**config.mk**
```make
export PLATFORM = sky130hd
export DESIGN_NAME = interrupt_controller
export DESIGN_NICKNAME = d
export VERILOG_FILES = /design/src/rtl/interrupt_controller.sv
export SDC_FILE = /design/constraint.sdc
export NUM_CORES = 1
export LEC_CHECK = 0
export ABC_CLOCK_PERIOD_IN_PS = 2600
export CAP_MARGIN = 20
export CORE_ASPECT_RATIO = 1.4
export CORE_MARGIN = 2
export CORE_UTILIZATION = 30
export DETAILED_ROUTE_END_ITERATION = 8
export GPL_ROUTABILITY_DRIVEN = 0
export SKIP_CTS_REPAIR_TIMING = 1
export SLEW_MARGIN = 10
export SYNTH_ARGS = -nofsm -noshare
export SYNTH_HDL_FRONTEND = slang
export SYNTH_SLANG_ARGS = --single-unit
```
**constraint.sdc**
```tcl
create_clock -name clk -period 2.6 [get_ports clk]
set_input_delay 0.52 -clock clk [delete_from_list [all_inputs] [get_ports clk]]
set_output_delay 0.52 -clock clk [all_outputs]
set_load 0.03 [all_outputs]
```
**src/rtl/interrupt_controller.sv**
```systemverilog
// ---------------------------------------------------------------------------
// interrupt_controller
//
// Two-source vectored interrupt controller with a three-state entry sequence.
// On entry it pushes the return address, then asks the core to load the
// handler vector. On return it pops the stack. Source 0 (timer) has priority
// over source 1 (external) and may preempt a running source-1 handler.
//
// Parameters
//   VW          width of the PC, vector and stack-data buses
//
// Ports
//   clk         system clock, all state changes on its rising edge
//   reset       synchronous active-high reset
//   irq[1:0]    interrupt lines, irq[0] = timer, irq[1] = external
//   enable      global interrupt enable
//   mask[1:0]   per-source enable, 1 = source allowed
//   vec0, vec1  handler addresses for source 0 and source 1
//   pc_next     return address saved on entry
//   reti        one-cycle return-from-interrupt pulse from decode
//   push        stack push strobe (registered)
//   push_data   value to push
//   pop         stack pop strobe (registered)
//   int_req     PC-load request, one cycle wide (registered)
//   int_vec     PC value while int_req=1, holds its last value otherwise
//   pending     latched, not-yet-taken requests
//   in_service  sources whose handler is active
//   nest_err    sticky protocol-error flag, cleared only by reset
// ---------------------------------------------------------------------------
module interrupt_controller #(
  parameter int VW = 10
) (
  input  logic          clk,
  input  logic          reset,
  input  logic [1:0]    irq,
  input  logic          enable,
  input  logic [1:0]    mask,
  input  logic [VW-1:0] vec0,
  input  logic [VW-1:0] vec1,
  input  logic [VW-1:0] pc_next,
  input  logic          reti,
  output logic          push,
  output logic [VW-1:0] push_data,
  output logic          pop,
  output logic          int_req,
  output logic [VW-1:0] int_vec,
  output logic [1:0]    pending,
  output logic [1:0]    in_service,
  output logic          nest_err
);

  localparam logic [1:0] IDLE     = 2'd0;
  localparam logic [1:0] PUSH     = 2'd1;
  localparam logic [1:0] DISPATCH = 2'd2;

  logic [1:0] state;
  logic [1:0] irq_q;
  logic [1:0] armed;     // line has been seen low since reset
  logic       sel_q;     // source chosen at entry, used for the vector
  logic [1:0] rise;
  logic [1:0] elig;
  logic       sel;
  logic       take;
  logic [1:0] take_clr;

  always_comb begin
    rise = irq & ~irq_q & armed;
    // A source is blocked by any active handler of equal or higher priority,
    // so source 0 may interrupt a source-1 handler but never the reverse.
    elig[0] = pending[0] & mask[0] & enable & ~in_service[0];
    elig[1] = pending[1] & mask[1] & enable & (in_service == 2'b00);
    sel      = ~elig[0];
    // reti is served first; an eligible source waits one more cycle.
    take     = (state == IDLE) && !reti && (elig != 2'b00);
    take_clr = take ? (sel ? 2'b10 : 2'b01) : 2'b00;
  end

  // NOTE: every register here is assigned with <= so all of them see the
  // pre-edge values of each other; the FSM outputs are registered, not decoded.
  always_ff @(posedge clk) begin
    if (reset) begin
      state      <= IDLE;
      irq_q      <= 2'b00;
      // A line held high through reset must drop before it can edge again,
      // so arming starts from the level sampled during reset.
      armed      <= ~irq;
      sel_q      <= 1'b0;
      pending    <= 2'b00;
      in_service <= 2'b00;
      nest_err   <= 1'b0;
      push       <= 1'b0;
      pop        <= 1'b0;
      int_req    <= 1'b0;
      push_data  <= '0;
      int_vec    <= '0;
    end else begin
      irq_q <= irq;
      armed <= armed | ~irq;
      push  <= 1'b0;
      pop   <= 1'b0;
      // A new edge in the same cycle as the take clear keeps the bit set.
      pending <= (pending & ~take_clr) | rise;

      case (state)
        IDLE: begin
          if (reti) begin
            if (in_service != 2'b00) begin
              pop <= 1'b1;
              // x & (x-1) drops the lowest set bit: the innermost handler.
              in_service <= in_service & (in_service - 2'd1);
            end else begin
              nest_err <= 1'b1;
            end
          end else if (take) begin
            state           <= PUSH;
            push            <= 1'b1;
            push_data       <= pc_next;
            in_service[sel] <= 1'b1;
            sel_q           <= sel;
          end
        end
        PUSH: begin
          state   <= DISPATCH;
          int_req <= 1'b1;
          int_vec <= sel_q ? vec1 : vec0;
          if (reti) nest_err <= 1'b1;
        end
        DISPATCH: begin
          state   <= IDLE;
          int_req <= 1'b0;
          if (reti) nest_err <= 1'b1;
        end
        default: begin
          state   <= IDLE;
          int_req <= 1'b0;
        end
      endcase
    end
  end

endmodule

```
# [Yosys cells after proc, flatten, opt, wreduce, memory -nomap -nowiden]
# Cells that the tools add are included.
[word_totals] ram_bits=0 rom_bits=0 latch_bits=0 out_inout_bits=28 register_bits=35 memories=0 word_cells=79 in_bits=38
[classes] n_mul=0 bitwise=20 n_lt_le_gt_ge=2 reduce_logical=17 add_sub_neg=1 div=0 shift=0 n_mux=19 n_eq_ne=8
[ops] op="2-bit 2-to-1 mux" n=8
[ops] op="10-bit 2-to-1 mux" n=1
[ops] op="2-bit bitwise AND" n=4
[ops] op="2-bit != test, second input constant" n=4
[ops] op="2-bit nonzero test" n=4
[ops] op="1-bit bitwise AND" n=6
[ops] op="1-bit 2-to-1 mux" n=6
[ops] op="2-bit NOT" n=3
[ops] op="2-bit bitwise OR" n=3
[ops] op="3-bit AND reduction" n=2
[ops] op="3-bit OR reduction" n=2
[ops] op="2-bit zero test" n=2
[ops] op="2-bit by 1-bit != test with 1-bit output, second input constant" n=2
[ops] op="1-bit NOT" n=4
[ops] op="1-bit case mux with 2 select lines" n=2
[ops] op="2-bit case mux with 2 select lines" n=1
[ops] op="4-bit AND reduction" n=1
[ops] op="1-bit logical AND" n=3
[ops] op="2-bit by 1-bit == test with 1-bit output, second input constant" n=1
[ops] op="2-bit == test, second input constant" n=1
[ops] op="1-bit by 2-bit < comparator with 1-bit output, second input constant" n=1
[ops] op="2-bit AND reduction" n=1
[ops] op="2-bit OR reduction" n=1
[ops] op="2-bit by 1-bit subtractor with 2-bit output, second input constant" n=1
[ops] op="3 further kinds" n=3

# [Depth between registers and ports, before layout]
[logic_depth] depth_word=11 mapped_depth=7 ltp_nobuf=5

# [Worst setup path after synthesis]
# OpenSTA, ideal clock, no wires.
[synth_path] path_kind="register -> register" from="register state[0]" to="register push_data[0]" synth_period_minus_slack_ps=1343 path_stages_with_launch=8 setup_time_ps=72 path_buffers=2 slack_ps=1257 t_arrival_ps=1271 cell_sequence="dfxtp_1 inv_1 ha_1 buf_6 nand4bb_4 a21oi_2 buf_6 mux2i_1"
[synth_between] elab_chain_cells=4
[synth_rtl] element="start: declaration" line_no="56" text="logic [1:0] state;"
[synth_rtl] element="start signal: assignment" line_no="82" text="state <= IDLE;"
[synth_rtl] element="start signal: assignment" line_no="115" text="state <= PUSH;"
[synth_rtl] element="start signal: assignment" line_no="123" text="state <= DISPATCH;"
[synth_rtl] element="2-bit zero test (*)" line_no="74, 104"
[synth_rtl] element="1-bit logical AND (2 in a row)" line_no="74" text="take = (state == IDLE) && !reti && (elig != 2'b00);"
[synth_rtl] element="3-bit AND reduction (no source line) (*)"
[synth_rtl] element="end signal: assignment" line_no="117" text="push_data <= pc_next;"
[synth_rtl] element="end: declaration" line_no="43" text="output logic [VW-1:0] push_data,"
# Mark *: on every way between the ends. The rest lies on a longest branch, timed or not.
# A chain may end at the register's enable or synchronous reset.

# [Final worst setup path]
[layout_path] from="register in_service[0]" to="output port in_service[0]"
[layout_rtl] element="start: declaration" line_no="48" text="output logic [1:0] in_service,"
[layout_rtl] element="start signal: assignment" line_no="110" text="in_service <= in_service & (in_service - 2'd1);"
# No word-level cell between the ends.

==> impl_metrics.csv <==
group,metric,value,unit
status,status,"finished clean",
power,p_sw_share,26.97,%
global_routing,grt_max_degree,28,
worst_setup_path,startpoint,"in_service[0]",
worst_setup_path,reg2reg_from,"state[0]",
global_routing,top_usage_layer,"met2",
floorplan,die_height,87.50,µm
routing,routed_wl,3.371,mm
cts,cts.path.max_buffers,2,
cts,clk_latency,280,ps
global_routing,grt_pass1_vias,1214,
worst_hold_path,holdPathStages,2,
global_routing,overflow,0,
worst_hold_path,hold_class,"flop to flop",
floorplan,fp-row-count,30,
floorplan,dieArea,0.005568,mm²
power,power.leakage,0.0008347,µW
worst_setup_path,cp-end-kind,"primary output",
worst_setup_path,worstPathMaxFanout,6,
routing,via_count,1283,
cts,clock-root-buffer,"clkbuf_8",
logic_synthesis,seq_area_frac_synth,46.90,%
layout,final_area,0.002275,mm²
logic_synthesis,synthAdderAreaFrac,2.513,%
power,power_switching,328.6,µW
power,combPwrFrac,21.4,%
logic_synthesis,synthSimpleGateAreaFrac,17.84,%
logic_synthesis,synth_top_family_by_area,"simple AND/OR/NAND/NOR gates",
cts,clock-sinks,35,
logic_synthesis,synth_xor_xnor_area_share,0,%
logic_synthesis,syn_area,0.001494,mm²
global_routing,grt_util_met3,3.752,%
global_routing,grt_pass1_wl,5.444,mm
floorplan,die-width,63.64,µm
cts,path_clk_slew,70,ps
cts,cts_buffers,5,
worst_setup_path,rrSetupSlack,1030,ps
placement,place_area,0.002193,mm²
global_routing,track_usage,12.49,%
layout,syn_to_final_growth,52.26,%
routing,ant_nets,0,
routing,drc,0,
worst_setup_path,worstPathArrival,1410,ps
power,p_int,889.8,µW
sta,fin_crit,1928,ps
power,power_frac_clock,30.3,%
sta,tightestPinTransition,722.3,ps
floorplan,ioPinCount,66,
logic_synthesis,synth_compound_area_share,11.98,%
global_routing,met1_usage,13.77,%
worst_setup_path,crit_family,"buffers and inverters",
routing,via_per_inst,4.455,
logic_synthesis,synth_warnings,0,
logic_synthesis,synthDistinctLibCells,31,
worst_hold_path,hold_start,"push_data[1]",
global_routing,antenna_found_initial,0,
floorplan,initial_utilization,30.85,%
layout,n_antenna_cell,0,
layout,drive_gt1_share,5.357,%
logic_synthesis,syn-num-nets,198,
sta,skew,4.806,ps
cts,tritoncts,"yes",
worst_setup_path,worst-path-buf-inv,1,
cts,htreeDepth,2,
layout,layout.nets,264,
sta,relSlewSlack,51.84,%
sta,max_freq,518.6,MHz
power,vdd_drop_max,0.0003405,V
worst_hold_path,holdPathEnd,"push_data[1]",
logic_synthesis,synth_seq_cells,35,
routing,first_pass_iters,4,
logic_synthesis,muxShareOfSynthArea,15.41,%
global_routing,use_met2,21.82,%
sta,hold_violations,0,
logic_synthesis,synth.avg_cell_area,9.515,µm²
worst_setup_path,cp_slowest_cell,"clkdlybuf4s50_1",
floorplan,core_area,0.004842,mm²
flow_run,max_cap_viol_count,0,
sta,rsz0062_at_grt,"false",
worst_setup_path,cp-start-kind,"flop",
power,p_seq_share,48.2,%
routing,avgRoutedWirePerCell,11.70,µm
power,cellPowerDensity,535.7,mW/mm²
logic_synthesis,postSynthCellCount,157,
worst_setup_path,cp_slowest_stage_delay,700,ps
placement,port_buffers,65,
sta,slew_violations,0,
layout,final_common_cell,"clkdlybuf4s50_1",
routing,drt-initial-drc-count,30,
placement,hpwl,2.514,mm
worst_setup_path,ff2ff_path_depth,6,
worst_setup_path,path_class,"flop to primary output",
layout,final_cell_mix,"clkdlybuf4s50_1, dfxtp_1, nand2_1",
sta,period_share,74.17,%
worst_setup_path,cp.required,2080,ps
worst_setup_path,cp_cell_sequence,"clkdlybuf4s50_1",
sta,setup_violations,0,
worst_setup_path,r2r-end,"push_data[4]",
sta,setup_tns,0,ps
[registers in the layout, indices dropped and copies added (netlist names)]
name        count
in_service      2
push_data      10
sel_q           1
irq_q           2
armed           2
int_req         1
state           2
push            1
int_vec        10
pop             1
nest_err        1
pending         2
[final cells by class]
type,count,area (µm²)
Inverter,7,26.28
Fill cell,458,2567
Tap cell,64,80.08
Timing Repair Buffer,68,673.1
Multi-Input combinational cell,106,713.2
Clock buffer,7,76.32
Clock inverter,1,5.005
Sequential cell,35,700.7
[power groups by stage]
stage               clock (µW)  combinational [µW]  sequential (µW)
floorplan                    0                 101              640
global placement             0                 262              600
detailed placement           0                 264              600
CTS                        394                 265              588
global route               406                 282              592
finish                     370                 261              588
[logic make-up after synthesis]
logic type	Yosys count
adder cells (fa/ha/maj)	3
multiplexers	23
AO/OA/AOI/OAI	26
flip-flops	35
AND/OR/NAND/NOR	54
buffers and inverters	16
[per-stage QoR]
stage / std cells / worst slack [ps] / total power, µW / hold WS [ps] / util, %
floorplan: 157 / 1257 / 741.6 / 430.2 / -
global placement: 280 / 752.2 / 862.6 / 433.6 / 45.30
detailed placement: 280 / 702.0 / 864.4 / 448.3 / 45.30
CTS: 288 / 640.1 / 1248 / 459.5 / 46.98
global route: 288 / 614.1 / 1280 / 466.9 / 46.98
finish: 288 / 671.6 / 1218 / 455.7 / 46.98
[worst max-delay path by stage]
stage	end	slack, ps	cells after the start
2_1_floorplan	push_data[0]	1260	7
4_1_cts	in_service[0]	640	1
5_1_grt	in_service[0]	610	1
3_5_place_dp	push_data[7]	700	5
3_3_place_gp	push_data[0]	750	5
6_report	in_service[0]	670	1
[synthesized netlist by cell type]
master | count | area, µm²
a211oi_1 | 10 | 75.07
a21boi_0 | 2 | 15.01
a21oi_1 | 4 | 20.02
a21oi_2 | 1 | 8.760
a22o_1 | 1 | 8.760
a22oi_1 | 1 | 7.510
a31o_2 | 1 | 8.760
a41o_1 | 1 | 10.01
and2_1 | 2 | 12.51
and2b_1 | 1 | 7.510
and3_1 | 1 | 6.260
and3b_1 | 1 | 8.760
buf_1 | 3 | 11.26
buf_2 | 1 | 5.000
buf_4 | 1 | 7.510
buf_6 | 2 | 22.52
clkbuf_1 | 2 | 7.510
clkinv_1 | 1 | 3.750
dfxtp_1 | 35 | 700.7
ha_1 | 3 | 37.54
inv_1 | 6 | 22.52
mux2i_1 | 23 | 230.2
nand2_1 | 27 | 101.4
nand3b_1 | 2 | 15.01
nand4_1 | 2 | 12.51
nand4bb_4 | 1 | 27.53
nor2_1 | 12 | 45.04
nor2b_1 | 2 | 12.51
nor3_1 | 2 | 10.01
nor3b_1 | 1 | 7.510
o21ai_0 | 5 | 25.02
[metal layers]
metal	routed length (µm)	up-vias	part of all wire [%]
met5	0	-	0
met2	1779	38	53
met3	158	4	4.7
li1	-	667	-
met1	1380	574	41
met4	52	0	1.5
(Power assumes the default switching activity.)
